===== config.mk =====
export PLATFORM = sky130hd
export DESIGN_NAME = mem_port_arbiter
export DESIGN_NICKNAME = d
export VERILOG_FILES = /design/src/rtl/mem_port_arbiter.sv
export SDC_FILE = /design/constraint.sdc
export NUM_CORES = 1
export LEC_CHECK = 0
export CAP_MARGIN = 20
export CORE_AREA = 2 2 178 180
export DETAILED_ROUTE_END_ITERATION = 8
export DIE_AREA = 0 0 180 182
export RECOVER_POWER = 50
export SETUP_SLACK_MARGIN = 0.1
export SLEW_MARGIN = 10
export SYNTH_ARGS = -nofsm -noshare
export SYNTH_HDL_FRONTEND = slang
export SYNTH_SLANG_ARGS = --single-unit

===== constraint.sdc =====
create_clock -name clk -period 4.4 [get_ports clk]
set_clock_uncertainty 0.05 [all_clocks]
set_input_delay 0.88 -clock clk [delete_from_list [all_inputs] [get_ports clk]]
set_output_delay 0.88 -clock clk [all_outputs]
set_load 0.02 [all_outputs]

===== src/rtl/mem_port_arbiter.sv =====
// Round-robin owner of the shared line-wide memory port between ICache refill (read-only)
// and DCache (read/write), with a saturating wait-cycle counter for each requester.
module mem_port_arbiter #(
   parameter int ADDR_WIDTH    = 32,
   parameter int LINE_WIDTH    = 64,
   parameter int COUNTER_WIDTH = 16
) (
   input  logic                     clk,
   input  logic                     rst,
   input  logic [ADDR_WIDTH-1:0]    i_addr,
   input  logic                     i_read_en,
   output logic                     i_done,
   output logic [LINE_WIDTH-1:0]    i_read_value,
   input  logic [ADDR_WIDTH-1:0]    d_addr,
   input  logic                     d_read_en,
   input  logic                     d_write_en,
   input  logic [LINE_WIDTH-1:0]    d_write_value,
   output logic                     d_done,
   output logic [LINE_WIDTH-1:0]    d_read_value,
   output logic [ADDR_WIDTH-1:0]    mem_addr,
   output logic                     mem_read_en,
   output logic                     mem_write_en,
   output logic [LINE_WIDTH-1:0]    mem_write_value,
   input  logic                     mem_done,
   input  logic [LINE_WIDTH-1:0]    mem_read_value,
   output logic [1:0]               owner,
   output logic [COUNTER_WIDTH-1:0] i_wait_count,
   output logic [COUNTER_WIDTH-1:0] d_wait_count
);

   typedef enum logic [1:0] {IDLE, GRANT_I, GRANT_D, TURNAROUND} state_t;

   localparam logic [1:0] OWNER_NONE = 2'd0;
   localparam logic [1:0] OWNER_I    = 2'd1;
   localparam logic [1:0] OWNER_D    = 2'd2;

   state_t                   state_q;
   logic                     lastGrantD_q;
   logic                     regWrite_q;
   logic [1:0]               owner_q;
   logic [ADDR_WIDTH-1:0]    memAddr_q;
   logic [LINE_WIDTH-1:0]    memWriteValue_q;
   logic [COUNTER_WIDTH-1:0] iWait_q;
   logic [COUNTER_WIDTH-1:0] iWait_d;
   logic [COUNTER_WIDTH-1:0] dWait_q;
   logic [COUNTER_WIDTH-1:0] dWait_d;
   logic                     iReq;
   logic                     dReq;
   logic                     grantI;

   assign iReq   = i_read_en;
   assign dReq   = d_read_en | d_write_en;
   // ICache takes the port when DCache is quiet or DCache held the previous grant
   assign grantI = iReq & (~dReq | lastGrantD_q);

   // Grant FSM: owner, address and write data are captured at the grant edge and held
   always_ff @(posedge clk) begin
      if (rst) begin
         state_q         <= IDLE;
         lastGrantD_q    <= 1'b1;
         regWrite_q      <= 1'b0;
         owner_q         <= OWNER_NONE;
         memAddr_q       <= '0;
         memWriteValue_q <= '0;
      end else begin
         case (state_q)
            IDLE: begin
               if (grantI) begin
                  state_q      <= GRANT_I;
                  owner_q      <= OWNER_I;
                  memAddr_q    <= i_addr;
                  regWrite_q   <= 1'b0;
                  lastGrantD_q <= 1'b0;
               end else if (dReq) begin
                  state_q         <= GRANT_D;
                  owner_q         <= OWNER_D;
                  memAddr_q       <= d_addr;
                  memWriteValue_q <= d_write_value;
                  regWrite_q      <= d_write_en;
                  lastGrantD_q    <= 1'b1;
               end
            end
            GRANT_I, GRANT_D: begin
               if (mem_done) begin
                  state_q <= TURNAROUND;
                  owner_q <= OWNER_NONE;
               end
            end
            TURNAROUND: state_q <= IDLE;
            default:    state_q <= IDLE;
         endcase
      end
   end

   assign mem_read_en     = (state_q == GRANT_I) | ((state_q == GRANT_D) & ~regWrite_q);
   assign mem_write_en    = (state_q == GRANT_D) & regWrite_q;
   assign mem_addr        = memAddr_q;
   assign mem_write_value = memWriteValue_q;
   assign owner           = owner_q;

   assign i_done       = ~rst & mem_done & (state_q == GRANT_I);
   assign d_done       = ~rst & mem_done & (state_q == GRANT_D);
   assign i_read_value = mem_read_value;
   assign d_read_value = mem_read_value;

   // Wait counters advance while a request is pending and someone else (or nobody) owns the port
   always_comb begin
      iWait_d = iWait_q;
      dWait_d = dWait_q;
      if (iReq && (owner_q != OWNER_I) && (iWait_q != '1)) begin
         iWait_d = iWait_q + COUNTER_WIDTH'(1);
      end
      if (dReq && (owner_q != OWNER_D) && (dWait_q != '1)) begin
         dWait_d = dWait_q + COUNTER_WIDTH'(1);
      end
   end

   always_ff @(posedge clk) begin
      if (rst) begin
         iWait_q <= '0;
         dWait_q <= '0;
      end else begin
         iWait_q <= iWait_d;
         dWait_q <= dWait_d;
      end
   end

   assign i_wait_count = iWait_q;
   assign d_wait_count = dWait_q;

endmodule

==> impl_metrics.toml <==
[status]
status = "finished with violations"
violations = "capacitance limit, slew limit"

[final_layout]
syn2layout_area_growth_pct = 42.6
fin_cells = 1366
antenna-diode-count = 0
drive_above_1_share = 0.0674
finalNetCount = 1154

[critical_path]
worstPathArrival_ps = 3350
r2r_start = "d_wait_count[0]"
start_kind = "input pin"
cpPeakStageDelay_ps = 1370
critical_path_buf_inv_count = 3
crit_path_end_kind = "flop"
critPathLaunch = "rst"
cp_cell_sequence = "clkbuf_1 > buf_4 > clkbuf_2 > nor2b_1 > mux2_2"
cp_max_fo = 81
critical-path-top-delay-family = "buffers and inverters"
critPathKind = "in -> reg"
worst_ep_required_time_ps = 4670
cp_slowest_cell = "clkbuf_2"

[detailed_routing]
met3_length_mm = 1.48
highest-signal-layer = "met4"
wl_met2_mm = 9.04
drc = 0
num_vias = 5950
drt_iter0_markers = 188
routedWlPerCell_um = 14.6
met1Wirelength_mm = 8.54
wirelength_mm = 20.0
drtPass1Iterations = 4
ant_nets = 0
drt-vias-per-instance = 4.36

[power_and_ir_drop]
netSwitchingFraction = 0.347
irDropWorstVdd_v = 0.000241
p_clk_frac = 0.331
p_switching_uw = 1760
fin_total_pwr_uw = 5080
p_leak_uw = 0.00352
combPwrFrac = 0.348
p_int_uw = 3320
power.density_mw_per_mm2 = 541
power_frac_seq = 0.321

[floorplanning]
fp.dieW_um = 180
initial_core_util = 0.212
rows = 65
fp.dieH_um = 182
core-area_mm2 = 0.0310
ios = 460
die_area_mm2 = 0.0328

[logic_synthesis]
async_flop_share = 0
yosysTopAreaCellShare = 0.408
avgSynthCellArea_um2 = 7.91
synth_area_leaders = "dfxtp_1 41%, buf_4 15%, nand2_1 12%"
yosysTopAreaCell = "dfxtp_1"
syn-cell-area_mm2 = 0.00658
synth_warnings = 0
ys_ff_latch = 134
synth.net_count = 1034
ys_types = 47
yosysSeqAreaShare = 0.408
ys.flop_type = "dfxtp_1"
synth-edff-count = 0
synthCells = 831

[worst_hold_path]
hold_path.class = "reg -> reg"
worstHoldStart = "mem_write_value[22]"

[global_routing]
antenna_found_initial = 0
grt_start_max_net_pins = 82
globalRouteOverflowTotal = 0
grt_pass1_vias = 5640
grt_pass1_wl_mm = 31.2
grtUsageTotal = 0.121

[sta]
tns_ps = 0
min_period_over_period = 0.700
tightest_slew_ps = 1780
setup_viol = 0
slew_headroom = -0.188
fin_crit_ps = 3080
hold_viol_final = 0
max_freq_mhz = 325
rsz0062_at_grt = "no"
maxSlewViolCount = 82

[clock_network]
cts_resized = 0
clock_sinks = 134
cts_tree = "yes"
clock_latency_ps = 430
postCtsHoldBufs = 0
clockRootBuffer = "clkbuf_16"
cts_buffer_depth = 2
cts_buffers = 17
clk_pin_slew_worst_paths_ps = 60
postCtsSetupRepairBufs = 0
htreeDepth = 4

[placed_design]
gp_congestion = 0.743
io_buffers = 267
hpwl_mm = 14.1
dp_cells = 1334

[job]
maxCapViolations = 1
-- registers in the layout, indices dropped and copies added (netlist names) --
name,flops
mem_write_value,64
mem_addr,32
d_wait_count,16
i_wait_count,16
owner,2
state_q,2
lastGrantD_q,1
regWrite_q,1
-- placed cells by master, fill, tap and decap left out, types with 2 or more instances in the layout --
| master | count |
|---|---|
| clkbuf_16 | 17 |
| clkdlybuf4s50_1 | 203 |
| nor2b_1 | 11 |
| inv_6 | 3 |
| mux2_2 | 11 |
| or3b_2 | 2 |
| a311oi_1 | 32 |
| nor4_1 | 6 |
| or4_1 | 12 |
| o21a_1 | 2 |
| o31ai_1 | 10 |
| nand2b_1 | 2 |
| or3_1 | 10 |
| and2_1 | 2 |
| bufinv_16 | 6 |
| nor3_1 | 6 |
| dfxtp_1 | 134 |
| o21ai_0 | 9 |
| nand4_1 | 9 |
| nand3_1 | 7 |
| and3_1 | 5 |
| nor4b_1 | 3 |
| nand2_1 | 208 |
| buf_4 | 8 |
| dlygate4sd3_1 | 63 |
| a21oi_1 | 87 |
| nor2_1 | 50 |
| ha_1 | 5 |
| clkinv_4 | 3 |
| inv_1 | 10 |
-- power by group through the flow --
stage               logic (uW)  clock network (uW)  registers, uW
finish                    1770                1680           1630
global route              1940                1790           1670
CTS                       1850                1740           1640
floorplan                  848                   0           1950
detailed placement        1850                   0           1660
global placement          1830                   0           1660
-- worst paths after layout --
path	slack [ps]	cells after the start	endpoint
max reg2reg	2110	5	d_wait_count[9]
min reg2reg	400	2	mem_write_value[22]
min	400	2	mem_write_value[22]
max	1320	5	d_wait_count[13]
-- worst reg2reg max path, delay by kind of cell (launching register included) --
| kind | cells | cell delay, ps |
|---|---|---|
| adders and majority gates | 1 | 210 |
| DFF | 1 | 410 |
| and+or+nand+nor | 3 | 1210 |
| muxes | 1 | 300 |
-- cell families after synthesis --
family	share of synthesized area
adders and majority gates	0.00951
muxes	0.0188
buffers and inverters	0.182
and+or+nand+nor	0.234
AOI/OAI and AO/OA	0.147
DFF	0.408
-- stage by stage --
step,area (um2),setup WS [ps],hold WS (ps),utilization
after floorplan,6580,1980,399,-
after global placement,8700,1360,391,0.281
after detailed placement,8700,1340,396,0.281
after CTS,9380,1350,405,0.303
after global routing,9380,1030,412,0.303
final,9380,1320,399,0.303
-- final cells by class --
type,instances,area (um2)
tap,402,503
clock inverter,14,245
clock buffer,18,439
sequential,134,2680
multi-input combinational,511,2720
timing repair buffer,277,2750
inverter,10,37.5
fill,3298,21600
-- cell usage after synthesis (7+ instances only) --
master,number
dfxtp_1,134
nand2_1,208
nand3_1,7
buf_2,11
mux2_2,11
clkbuf_1,31
or3_1,10
inv_1,10
nor2_1,51
a311oi_1,32
nand4_1,9
buf_4,128
nor2b_1,11
o31ai_1,10
a21oi_1,87
o21ai_0,9
or4_1,12
-- metal layers --
| metal | vias up | GRT usage |
|---|---|---|
| met5 | - | 0 |
| met4 | 0 | 0.0807 |
| met3 | 79 | 0.0463 |
| met2 | 206 | 0.183 |
| met1 | 2723 | 0.142 |
| li1 | 2942 | - |
No activity file was read; power rests on OpenSTA's default activity.
